[src/rtl/atm_pkg.sv]
// Shared types for the ATM bank core: FSM states, operation codes, reset PINs.
package atm_pkg;

  typedef enum logic [2:0] {
    S_IDLE     = 3'd0,
    S_AUTH     = 3'd1,
    S_DEPOSIT  = 3'd2,
    S_BALANCE  = 3'd3,
    S_WITHDRAW = 3'd4,
    S_CHPIN    = 3'd5,
    S_DONE     = 3'd6
  } state_e;

  localparam logic [2:0] OP_DEP   = 3'd1;
  localparam logic [2:0] OP_WDR   = 3'd2;
  localparam logic [2:0] OP_BAL   = 3'd3;
  localparam logic [2:0] OP_CHPIN = 3'd4;

  function automatic logic [31:0] init_pin(input int unsigned idx);
    return 32'd1000 + 32'(idx);
  endfunction

endpackage

[src/rtl/atm_acct_table.sv]
// Per-account balance/PIN storage, one async read port and one write port.
// Wrong-PIN counters and lock bits exist only when ATM_LOCKOUT_EN is defined.
module atm_acct_table
  import atm_pkg::*;
#(
  parameter int NUM_ACC  = 16,
  parameter int BAL_W    = 16,
  parameter int PIN_W    = 16,
  parameter int INIT_BAL = 1000,
  parameter int ACC_W    = 4
`ifdef ATM_LOCKOUT_EN
  ,
  parameter int TRY_W    = 2
`endif
)(
  input  logic             clk,
  input  logic             rst,
  input  logic [ACC_W-1:0] rd_idx,
  output logic [BAL_W-1:0] rd_bal,
  output logic [PIN_W-1:0] rd_pin,
`ifdef ATM_LOCKOUT_EN
  output logic [TRY_W-1:0] rd_tries,
  output logic             rd_lock,
  input  logic [TRY_W-1:0] wr_tries,
  input  logic             wr_lock,
`endif
  input  logic             we,
  input  logic [ACC_W-1:0] wr_idx,
  input  logic [BAL_W-1:0] wr_bal,
  input  logic [PIN_W-1:0] wr_pin
);

  logic [BAL_W-1:0] bal_mem [NUM_ACC];
  logic [PIN_W-1:0] pin_mem [NUM_ACC];
  logic             rd_ok;
  logic             wr_ok;

  assign rd_ok = 32'(rd_idx) < NUM_ACC;
  assign wr_ok = 32'(wr_idx) < NUM_ACC;

  assign rd_bal = rd_ok ? bal_mem[rd_idx] : '0;
  assign rd_pin = rd_ok ? pin_mem[rd_idx] : '0;

  always_ff @(posedge clk) begin
    if (!rst) begin
      for (int i = 0; i < NUM_ACC; i++) begin
        bal_mem[i] <= BAL_W'(INIT_BAL);
        pin_mem[i] <= PIN_W'(init_pin(i));
      end
    end else if (we && wr_ok) begin
      bal_mem[wr_idx] <= wr_bal;
      pin_mem[wr_idx] <= wr_pin;
    end
  end

`ifdef ATM_LOCKOUT_EN
  logic [TRY_W-1:0] try_mem  [NUM_ACC];
  logic             lock_mem [NUM_ACC];

  assign rd_tries = rd_ok ? try_mem[rd_idx] : '0;
  assign rd_lock  = rd_ok ? lock_mem[rd_idx] : 1'b0;

  always_ff @(posedge clk) begin
    if (!rst) begin
      for (int i = 0; i < NUM_ACC; i++) begin
        try_mem[i]  <= '0;
        lock_mem[i] <= 1'b0;
      end
    end else if (we && wr_ok) begin
      try_mem[wr_idx]  <= wr_tries;
      lock_mem[wr_idx] <= wr_lock;
    end
  end
`endif

endmodule

[src/rtl/atm_bank_core.sv]
// ATM transaction engine: IDLE -> AUTH -> operation -> DONE -> IDLE.
// Optional wrong-PIN lockout is enabled with ATM_LOCKOUT_EN.
module atm_bank_core
  import atm_pkg::*;
#(
  parameter  int NUM_ACC   = 16,
  parameter  int BAL_W     = 16,
  parameter  int PIN_W     = 16,
  parameter  int INIT_BAL  = 1000,
  parameter  int MAX_TRIES = 3,
  localparam int ACC_W     = $clog2(NUM_ACC)
)(
  input  logic             clk,
  input  logic             rst,
  input  logic             start,
  input  logic [2:0]       operation,
  input  logic [ACC_W-1:0] acc_num,
  input  logic [PIN_W-1:0] pin,
  input  logic [PIN_W-1:0] new_pin,
  input  logic [BAL_W-1:0] amount,
  output logic [BAL_W-1:0] balance,
  output logic             success,
  output logic             done,
  output logic             busy,
  output logic             locked,
  output logic [2:0]       state
);

  state_e           state_q, state_d;
  logic [2:0]       op_q;
  logic [ACC_W-1:0] acc_q;
  logic [PIN_W-1:0] pin_q, npin_q;
  logic [BAL_W-1:0] amt_q;

  logic [BAL_W-1:0] rd_bal, wr_bal;
  logic [PIN_W-1:0] rd_pin, wr_pin;
  logic             we;

  logic             acc_ok, op_ok, pin_ok, acct_lock, auth_ok;
  logic [BAL_W:0]   sum;
  logic             res_ok;
  logic [BAL_W-1:0] res_bal;
  logic             lock_now;

`ifdef ATM_LOCKOUT_EN
  localparam int TRY_W = $clog2(MAX_TRIES + 1);
  logic [TRY_W-1:0] rd_tries, wr_tries;
  logic             rd_lock, wr_lock;
  assign acct_lock = rd_lock;
`else
  assign acct_lock = 1'b0;
`endif

  atm_acct_table #(
    .NUM_ACC  (NUM_ACC),
    .BAL_W    (BAL_W),
    .PIN_W    (PIN_W),
    .INIT_BAL (INIT_BAL),
    .ACC_W    (ACC_W)
`ifdef ATM_LOCKOUT_EN
    ,
    .TRY_W    (TRY_W)
`endif
  ) u_table (
    .clk      (clk),
    .rst      (rst),
    .rd_idx   (acc_q),
    .rd_bal   (rd_bal),
    .rd_pin   (rd_pin),
`ifdef ATM_LOCKOUT_EN
    .rd_tries (rd_tries),
    .rd_lock  (rd_lock),
    .wr_tries (wr_tries),
    .wr_lock  (wr_lock),
`endif
    .we       (we),
    .wr_idx   (acc_q),
    .wr_bal   (wr_bal),
    .wr_pin   (wr_pin)
  );

  assign acc_ok  = (acc_q != '0) && (32'(acc_q) < NUM_ACC);
  assign op_ok   = (op_q >= OP_DEP) && (op_q <= OP_CHPIN);
  assign pin_ok  = pin_q == rd_pin;
  assign auth_ok = acc_ok && op_ok && !acct_lock && pin_ok;
  assign sum     = {1'b0, rd_bal} + {1'b0, amt_q};

  always_comb begin
    state_d = state_q;
    we      = 1'b0;
    wr_bal  = rd_bal;
    wr_pin  = rd_pin;
    res_ok  = 1'b0;
    res_bal = '0;
`ifdef ATM_LOCKOUT_EN
    wr_tries = rd_tries;
    wr_lock  = rd_lock;
`endif
    case (state_q)
      S_IDLE: begin
        if (start) state_d = S_AUTH;
      end
      S_AUTH: begin
`ifdef ATM_LOCKOUT_EN
        // Lock is sticky: a locked account's counter is frozen.
        if (acc_ok && !rd_lock) begin
          we = 1'b1;
          if (pin_ok) begin
            wr_tries = '0;
          end else begin
            wr_tries = TRY_W'(32'(rd_tries) + 1);
            wr_lock  = (32'(rd_tries) + 1) >= MAX_TRIES;
          end
        end
`endif
        if (!auth_ok) begin
          state_d = S_DONE;
        end else begin
          unique case (1'b1)
            (op_q == OP_DEP):   state_d = S_DEPOSIT;
            (op_q == OP_WDR):   state_d = S_WITHDRAW;
            (op_q == OP_BAL):   state_d = S_BALANCE;
            (op_q == OP_CHPIN): state_d = S_CHPIN;
            default:            state_d = S_DONE;
          endcase
        end
      end
      S_DEPOSIT: begin
        state_d = S_DONE;
        res_ok  = !sum[BAL_W];
        if (res_ok) begin
          we      = 1'b1;
          wr_bal  = sum[BAL_W-1:0];
          res_bal = sum[BAL_W-1:0];
        end
      end
      S_WITHDRAW: begin
        state_d = S_DONE;
        res_ok  = amt_q <= rd_bal;
        if (res_ok) begin
          we      = 1'b1;
          wr_bal  = rd_bal - amt_q;
          res_bal = rd_bal - amt_q;
        end
      end
      S_BALANCE: begin
        state_d = S_DONE;
        res_ok  = 1'b1;
        res_bal = rd_bal;
      end
      S_CHPIN: begin
        state_d = S_DONE;
        res_ok  = (npin_q != '0) && (npin_q != rd_pin);
        if (res_ok) begin
          we      = 1'b1;
          wr_pin  = npin_q;
          res_bal = rd_bal;
        end
      end
      S_DONE:  state_d = S_IDLE;
      default: state_d = S_IDLE;
    endcase
  end

`ifdef ATM_LOCKOUT_EN
  assign lock_now = acc_ok && wr_lock;
`else
  assign lock_now = 1'b0;
`endif

  always_ff @(posedge clk) begin
    if (!rst) begin
      state_q <= S_IDLE;
      op_q    <= '0;
      acc_q   <= '0;
      pin_q   <= '0;
      npin_q  <= '0;
      amt_q   <= '0;
      success <= 1'b0;
      balance <= '0;
      locked  <= 1'b0;
      done    <= 1'b0;
    end else begin
      state_q <= state_d;
      done    <= state_q == S_DONE;
      case (state_q)
        S_IDLE: begin
          if (start) begin
            op_q    <= operation;
            acc_q   <= acc_num;
            pin_q   <= pin;
            npin_q  <= new_pin;
            amt_q   <= amount;
            success <= 1'b0;
            balance <= '0;
            locked  <= 1'b0;
          end
        end
        S_AUTH: begin
          locked <= lock_now;
          if (!auth_ok) begin
            success <= 1'b0;
            balance <= '0;
          end
        end
        S_DEPOSIT, S_WITHDRAW, S_BALANCE, S_CHPIN: begin
          success <= res_ok;
          balance <= res_bal;
        end
        default: ;
      endcase
    end
  end

  assign busy  = state_q != S_IDLE;
  assign state = state_q;

endmodule
[config.mk]
export PLATFORM = sky130hd
export DESIGN_NAME = atm_bank_core
export DESIGN_NICKNAME = d
export VERILOG_FILES = /design/src/rtl/atm_pkg.sv /design/src/rtl/atm_acct_table.sv /design/src/rtl/atm_bank_core.sv
export SDC_FILE = /design/constraint.sdc
export NUM_CORES = 1
export LEC_CHECK = 0
export CAP_MARGIN = 20
export CORE_ASPECT_RATIO = 1.75
export CORE_UTILIZATION = 35
export DETAILED_ROUTE_END_ITERATION = 6
export SLEW_MARGIN = 20
export SYNTH_ARGS = -nofsm -noshare
export SYNTH_HDL_FRONTEND = slang
export SYNTH_SLANG_ARGS = --single-unit
[constraint.sdc]
create_clock -name clk -period 16.84 [get_ports clk]
set_clock_uncertainty 0.1 [all_clocks]
set_input_delay 3.368 -clock clk [delete_from_list [all_inputs] [get_ports clk]]
set_output_delay 3.368 -clock clk [all_outputs]
set_load 0.05 [all_outputs]
Word level (Yosys, flattened, before mapping)
Memories as Yosys holds them, arrays and structs flattened. A register that Yosys moved wholly into a read port is not among the register bits.
Cells that the tools add are included.
Storage, ports and cells
  input port bits: 58
  register bits: 77
  memories kept: 2
  word-level logic and storage cells: 87
  bits in writable memories: 512
Memory list
  u_table.bal_mem: words 16, bits a word 16, rd ports 1, clocked after memory_dff 1, wr ports 16, line atm_acct_table.sv:33  | logic [BAL_W-1:0] bal_mem [NUM_ACC];
  u_table.pin_mem: words 16, bits a word 16, rd ports 1, clocked after memory_dff 1, wr ports 16, line atm_acct_table.sv:34  | logic [PIN_W-1:0] pin_mem [NUM_ACC];
Cells by class
  muxes and demuxes: 39
  reductions and logical operators: 17
  $lt $le $gt $ge: 3
  eq/ne operators: 14
  $add $sub $neg: 2
Operator list (number)
  16-bit two-way mux: 11
  16-bit one-hot mux with 4 select lines: 1
  16-bit one-hot mux with 3 select lines: 1
  16-bit one-hot mux with 2 select lines: 1
  16-bit OR reduction: 2
  4-bit two-way mux: 6
  16-bit by 16-bit adder with 17-bit output: 1
  16-bit == test: 1
  16-bit less-or-equal comparator: 1
  16-bit != test: 1
  16-bit nonzero test: 1
  16-bit subtractor: 1
  3-bit by 2-bit == test with 1-bit output (second input constant): 4
  3-bit == test (second input constant): 4
  3-bit one-hot mux with 4 select lines: 1
  1-bit two-way mux: 11
  3-bit one-hot mux with 3 select lines: 1
  3-bit by 1-bit == test with 1-bit output (second input constant): 2
  3-bit two-way mux: 2
  1-bit one-hot mux with 3 select lines: 2
  3-bit nonzero test: 2
  1-bit logical AND: 4
  2-bit != test (second input constant): 2
  1-bit one-hot mux with 4 select lines: 1
  10 further kinds: 11

Depth between registers and ports, before layout
Gate-level depths: netlist of the first run.
  depth in word-level cells: 9
  mapped depth: 25

Hierarchy
Synthesis of the first run repeated with hierarchy kept, for this count alone.
Unflattened totals
  cell total of the unflattened synthesis: 2113
  area total of the unflattened synthesis: 28333.4 um^2
By module, submodules not included
  atm_acct_table: area each 22880.7 um^2, instances 1, seq. area each 15374.7 um^2, cells an instance 1433
  atm_bank_core: area each 5452.7 um^2, instances 1, seq. area each 1521.5 um^2, cells an instance 680

Worst setup path after synthesis of the first run
OpenSTA, ideal clock, no wires.
  kind: flip-flop to flip-flop
  start point: register (tool-made name)
  end point: memory u_table.bal_mem[6][0] (enable)
  clock period less this slack: 6.887 ns
  stages on the path, launching flop included: 22
  library setup time: 0.389 ns
  data required time: 16.351 ns
  slack: 9.953 ns
  data arrival time: 6.398 ns
  path through: dfxtp_1 -> clkbuf_2 -> buf_4 -> buf_2 -> buf_2 -> buf_4 -> buf_2 -> buf_2 -> mux4_2 -> mux4_2 -> ha_1 -> fa_1 -> a21oi_1 -> o221ai_1 -> a211oi_1 -> a31oi_1 -> clkbuf_1 -> nand2_1 -> clkbuf_1 -> clkbuf_1 -> o21ai_1 -> nand2_1
RTL lines (line)
  end: declaration: atm_acct_table.sv:33

==> results of run 1 <==
cells by family (layout without fill, tap and decap cells):
group,after synthesis,after routing
compound gates,307,307
xor+xnor,69,69
fa+ha+maj,34,34
buf+inv,201,266
flops,592,592
mux,234,234
other cells,1,1
simple gates,897,897
routing by layer:
layer / vias to the layer above / routed length (microns) / GRT usage
li1: 8582 / - / -
met2: 911 / 49100 / 0.404
met5: - / 14 / 0
met1: 9866 / 32400 / 0.240
met4: 2 / 6330 / 0.134
met3: 261 / 5590 / 0.0316
through the flow:
stage                     cell area, sq um  hold WS [ns]  worst slack (ns)   util
final                                32600         0.381              8.97  0.397
after global routing                 32600         0.390              8.49  0.397
after CTS                            32500         0.385              8.74  0.396
after detailed placement             30700         0.369              8.77  0.374
after global placement               30700         0.364              8.95  0.374
after floorplan                      29000         0.355              9.95      -
worst max path at each step:
stage | start | end | slack, ns | depth (start not counted)
after global placement | flop | u_table.bal_mem[3][0] | 8.95 | 17
after floorplan | flop | u_table.bal_mem[6][0] | 9.95 | 21
after global routing | flop | u_table.bal_mem[4][12] | 8.49 | 16
final | flop | u_table.bal_mem[12][4] | 8.97 | 16
after CTS | flop | u_table.bal_mem[11][12] | 8.74 | 17
after detailed placement | flop | u_table.bal_mem[11][0] | 8.77 | 17
area by class of cell:
type                            instances  area, sq um  share of cell area
Timing Repair Buffer                  128         1170              0.0359
Inverter                               37          139             0.00427
Multi-Input combinational cell       1542        11200               0.343
Sequential cell                       592        17000               0.522
Clock inverter                         38          353              0.0108
Tap cell                             1057         1320              0.0406
Clock buffer                           63         1410              0.0432
cell usage in the layout, fill, tap and decap left out, types with 22 or more instances in the layout:
cell type          n
buf_4             47
nor2b_1           22
clkdlybuf4s50_1   78
o21ai_0           23
ha_1              32
nor3_1            24
xnor2_1           33
nor2_1           336
mux2_2            24
a21boi_0          56
mux4_2           121
clkbuf_16         55
mux2i_1           73
xor2_1            36
dfxtp_1           76
edfxtp_1         512
nand2_1          388
a21oi_1           45
inv_1             36
state kept, by name, summed over array words and instances (netlist names), named ones only:
| name | flops |
|---|---|
| balance | 16 |
| done | 1 |
| success | 1 |
| u_table.bal_mem | 256 |
| acc_q | 4 |
| u_table.pin_mem | 256 |
| npin_q | 16 |
| state | 3 |
| pin_q | 16 |
| amt_q | 16 |
| op_q | 3 |
critical path, delay by kind of cell, from the launching register on:
kind	cells	cell delay (ns)
adder cells (fa/ha/maj)	1	0.35
buffers and inverters	3	1.77
AND/OR/NAND/NOR	3	1.02
flip-flops	1	0.61
AO/OA/AOI/OAI	7	2.58
multiplexers	2	0.73
power by group:
group / switching (mW) / total (mW) / internal [mW]
logic: 0.717 / 1.05 / 0.338
registers: 0.0723 / 1.74 / 1.66
clock network: 0.568 / 1.26 / 0.692
total: 1.36 / 4.05 / 2.69
==> results.md, run 1 <==
- Setup TNS: 0 ns
- Slew @ Worst Pin: between 1 and 1.5 ns
- Vias in the first global route: roughly 20000
- CTS tree: done
- Synth area leader: edfxtp_1
- Worst-path clk slew: ~0.070 ns
- Total CTS buffers: 55
- Largest family of logic cells by synthesized area: multiplexers
- Standard-cell rows: ~140
- Clock latency on the worst-skew pair: about 0.63 ns
- Avg WL per Cell: ~27 microns
- # port buffers: 79
- Layout cells sized above 1: 0.145
- CP Max Fanout: 59
- Mapped Cells: 2335
- Antenna violations before repair: 1
- Yosys warns: 0
- Reg-to-reg slack, setup: ~9 ns
- Chip Height: approximately 380 microns
- Synth Area in Compound Gates: 0.0775
- Mux share of post-synthesis cell area: 0.138
- Io pins: between 80 and 90
- R2r worst-path depth: 16
- All-Layer GR Usage: 0.222
- Post-synth EDFFs: between 500 and 600
- Final Wtd Congestion: slightly below 1
- Hold Vio Cnt, Final: 0
- Outcome: complete, but fails checks
- Syn nets: between 2000 and 2500
- Reg-to-Reg End: u_table.bal_mem[12][4]
- First-pass GRT wire length: between 100 and 150 mm
- Failing checks: DRC
- Final slew viol count: 0
- Count leader, synth: edfxtp_1
- Core area: 82100 sq um
- Max_slew headroom: 0.270
- Critical Path RT: approximately 17 ns
- Setup CP Type: flop to flop
- Fin nets: ~2400
- Synth top area share: 0.530
- Filler cells: 7711
- Hold depth: 1
- TritonRoute pass-1 iters: 7
- Post-cts sizing count: 0
- Tightest Hold Check Type: flop to flop
- Post-Syn Area per Cell: around 12 sq um
- CP endpoint kind: flop
- Adder-cell area share of the yosys netlist: 0.0152
- Critical Path Max Stage Delay: 0.77 ns
- Launching element type of the critical path: flop
- Top cells by count, synth: edfxtp_1, nand2_1, nor2_1
- Post-Synth Simple-Gate Area: 0.128
- Detail Route Antenna Nets: 0
- Worst hold endpoint: balance[9]
- RSZ-0062 raised after global routing: false
- Most used cell, CP: buf_4
- Period utilization: 0.467
- Pin count of the biggest net entering global routing: 96
- Area contributors post-synth: edfxtp_1, mux4_2, dfxtp_1
- Design Power: around 4.1 mW
- Slowest-stage cell, CP: nand2_2
- Cell Area, Synth: 29000 sq um
- FF+latch count, synth: between 500 and 600
- Placed insts: between 3000 and 4000
- H-tree depth: 2
- Max VDD drop: 67.9 uV
- DR vias: 19600
- Post-layout min period: ~7.9 ns
- Die Wd: ~220 microns
- Leakage power: 9.91 nW
- DRT iter0 DRCs: roughly 2100
- GRT overflow: 0
- # clock sinks: 592
- Post-Layout Cell Count: 3457
- Final HPWL DP: between 60 and 70 mm
- Setup Buffers After CTS: 0
- Clk buf depth: 3
- Die ar.: about 84000 sq um
- Seq/Total Area, Yosys: 0.585
- Area grow syn2layout: 12.1%
- Critical path arrival: approximately 7.9 ns
- PD cells: between 100 and 150 nW/um^2
- Post-CTS Hold Buffers: 0
- Vias per cell: around 5.7
- XOR/XNOR Fraction of Synth Area: 0.0208
- Root Driver: clkbuf_16
- Antenna diode count: 0
- Critical-path cell list: buf_4 > buf_4 > mux4_2 > mux2_2 > o21ai_0 > fa_1 > nor2b_1 > o21ai_0 > a21oi_1 > o2111a_1 > o21a_1 > o21ai_1 > nand2_1 > buf_4 > o21ai_1 > nand2_2
- DRC: 24
- Max-cap violations: 0
- Final setup fails: 0
- Hold Crit Start: balance[9]
- Max Fclk: about 130 MHz
- Post-synth top flop: edfxtp_1
- Final WL: around 93 mm
- Ys async rst share: 0
- Initial core utilization: 0.354
- Post-synthesis cell type count: 84
(Power assumes the default switching activity.)
==> run 2: changes to the inputs <==
Clock period 16.84 ns to 6.3 ns, I/O delays scaled along.
==> run 2 against run 1 <==
Effect of this change: critical path depth shrank 6; routed wire length grew 7.6%; the flow still finishes with violations (DRC); critical path type unchanged; register-to-register slack got worse by 8.6 ns; global-route usage increased by 1.8 points; core utilization rose by 0.99 points; clock-buffer cell count rose by 15; sequential share of layout area down 1.3 points; flip-flop and latch count did not move; via count grew 3.4%.
==> results.md, run 2 (same netlist as run 1, synthesis figures left out) <==
- Outcome: complete, but fails checks
- Failing checks: DRC
- Family with the most delay on the worst path: simple AND/OR/NAND/NOR gates
- Chip Height: 383 microns (unchanged)
- Setup Buffers After CTS: 0 (unchanged)
- Most common cell after layout, fill and taps aside: edfxtp_1
- Critical path arrival: 6.22 ns (-1.67 ns)
- Setup CP Type: flop to flop
- Reg-to-Reg End: u_table.pin_mem[5][3]
- Sequential fraction of design power: 0.427 (-0.002)
- NetSw: 3.65 mW (+170%)
- Vias per cell: 5.73 (+0.91%)
- Antenna violations before repair: 2 (+1)
- Clock latency on the worst-skew pair: 0.65 ns (+0.02 ns)
- Detail Route Antenna Nets: 0 (unchanged)
- H-tree depth: 2 (unchanged)
- Hold depth: 1 (unchanged)
- Final slew viol count: 0 (unchanged)
- DRC: 40 (+67%)
- Slowest-stage cell, CP: dfxtp_4
- Worst hold endpoint: balance[4]
- Switching share of power: 0.334 (-0.000595)
- Post-CTS Hold Buffers: 0 (unchanged)
- Buf/Inv on CP: 2 (-1)
- Hold Vio Cnt, Final: 0 (unchanged)
- Max_slew headroom: 0.310 (+0.0396)
- DR vias: 20300 (+3.4%)
- Clk buf depth: 3 (unchanged)
- WHS: 0.380 ns (-0.00147 ns)
- Avg WL per Cell: 28.4 microns (+5.0%)
- Area grow syn2layout: 14.9%
- Launching element type of the critical path: flop
- Io pins: 81 (unchanged)
- Root Driver: clkbuf_16
- Core area: 82100 sq um (unchanged)
- GRT overflow: 0 (unchanged)
- Max VDD drop: 205 uV (+200%)
- PD cells: 327 nW/um^2 (+160%)
- Commonest cells after routing, fill and taps aside: edfxtp_1, nand2_1, nor2_1
- Clock share of power: 0.306 (-0.005)
- Critical Path Max Stage Delay: 0.98 ns (+0.21 ns)
- Comb power frac: 0.267 (+0.007)
- Vias in the first global route: 20800 (+4.3%)
- CP endpoint kind: flop
- Most used cell, CP: buf_4
- Critical-path cell list: buf_4 > nor2b_1 > a221oi_1 > o21ai_0 > xnor2_1 > nor4_2 > a21o_4 > mux2i_4 > buf_4 > nand2_1
- Post-layout min period: 5.95 ns (-1.92 ns)
- Critical Path RT: 6.57 ns (-10.29 ns)
- All-Layer GR Usage: 0.240 (+0.0178)
- DRT iter0 DRCs: 1978 (-6.1%)
- Total CTS buffers: 54 (-1.8%)
- Leakage power: 10.4 nW (+4.9%)
- Layout cells sized above 1: 0.175 (+0.0303)
- Die Wd: 220 microns (unchanged)
- Int Pwr: 7.26 mW (+170%)
- Die ar.: 84100 sq um (unchanged)
- Max Fclk: 168 MHz (+32%)
- Pin count of the biggest net entering global routing: 64 (-33%)
- TritonRoute pass-1 iters: 7 (unchanged)
- CTS tree: done
- # port buffers: 79 (unchanged)
- RSZ-0062 raised after global routing: false
- Setup TNS: 0 ns (unchanged)
- Final setup fails: 0 (unchanged)
- First-pass GRT wire length: 143 mm (+6.6%)
- R2r worst-path depth: 10 (-6)
- Max-cap violations: 0 (unchanged)
- Worst-path clk slew: 0.07 ns (about the same)
- # clock sinks: 592 (unchanged)
- CP Max Fanout: 63 (+6.8%)
- Largest regs: u_table.bal_mem x256, u_table.pin_mem x256
- Post-cts sizing count: 0 (unchanged)
- Tightest Hold Check Type: flop to flop
- Final Wtd Congestion: 0.983 (+2.2%)
- Antenna diode count: 0 (unchanged)
- Standard-cell rows: 139 (unchanged)
- Slew @ Worst Pin: 1.03 ns (-0.0532 ns)
- Initial core utilization: 0.354 (unchanged)
- Hold Crit Start: balance[4]
- Final WL: 101 mm (+7.6%)
- Fin nets: 2533 (+3.5%)
- Reg-to-reg slack, setup: 0.35 ns (-8.62 ns)
- Period utilization: 0.945 (+0.477)
- Final HPWL DP: 71.4 mm (+10%)
-- run 2: how the worst max path moves through the flow --
| stage | startpoint | endpoint | slack [ns] | cells past startpoint |
|---|---|---|---|---|
| after global routing | flop | u_table.pin_mem[9][0] | 0.21 | 9 |
| after CTS | flop | u_table.pin_mem[9][0] | 0.44 | 9 |
| after floorplan | flop | u_table.bal_mem[3][0] | -0.09 | 21 |
| after detailed placement | flop | u_table.pin_mem[5][3] | 0.42 | 10 |
| after global placement | flop | u_table.pin_mem[5][3] | 0.45 | 10 |
| final | flop | u_table.pin_mem[5][3] | 0.35 | 10 |
-- run 2: layer usage --
layer	track usage	wire [microns]	up-vias
li1	-	-	8752
met3	0.0312	6190	309
met5	0	0	-
met2	0.446	53900	1012
met1	0.249	33300	10200
met4	0.156	7220	0
-- run 2: power groups by stage --
| stage | clock network [mW] | logic (mW) | registers [mW] |
|---|---|---|---|
| 2_1_floorplan | 0 | 1.76 | 4.73 |
| 5_1_grt | 3.52 | 3.06 | 4.67 |
| 6_report | 3.34 | 2.91 | 4.66 |
| 3_3_place_gp | 0 | 2.86 | 4.73 |
| 3_5_place_dp | 0 | 2.88 | 4.74 |
| 4_1_cts | 3.38 | 2.89 | 4.65 |
-- run 2: per-stage QoR --
stage	std cells	instance area, sq um	worst slack (ns)	utilization	power, mW
3_5_place_dp	3442	31600	0.424	0.385	7.61
5_1_grt	3544	33400	0.208	0.406	11.3
3_3_place_gp	3442	31600	0.449	0.385	7.59
4_1_cts	3544	33400	0.436	0.406	10.9
6_report	3544	33400	0.350	0.406	10.9
2_1_floorplan	2335	29100	-0.0884	-	6.49
-- run 2: final cells by class --
cell class              instances  area (sq um)
inverters                      37           139
repair buffers                214          2000
flip-flops and latches        592         17000
fillers                      7657         48700
multi-input cells            1542         11100
clock inverters                24           181
well taps                    1057          1320
clock buffers                  78          1600
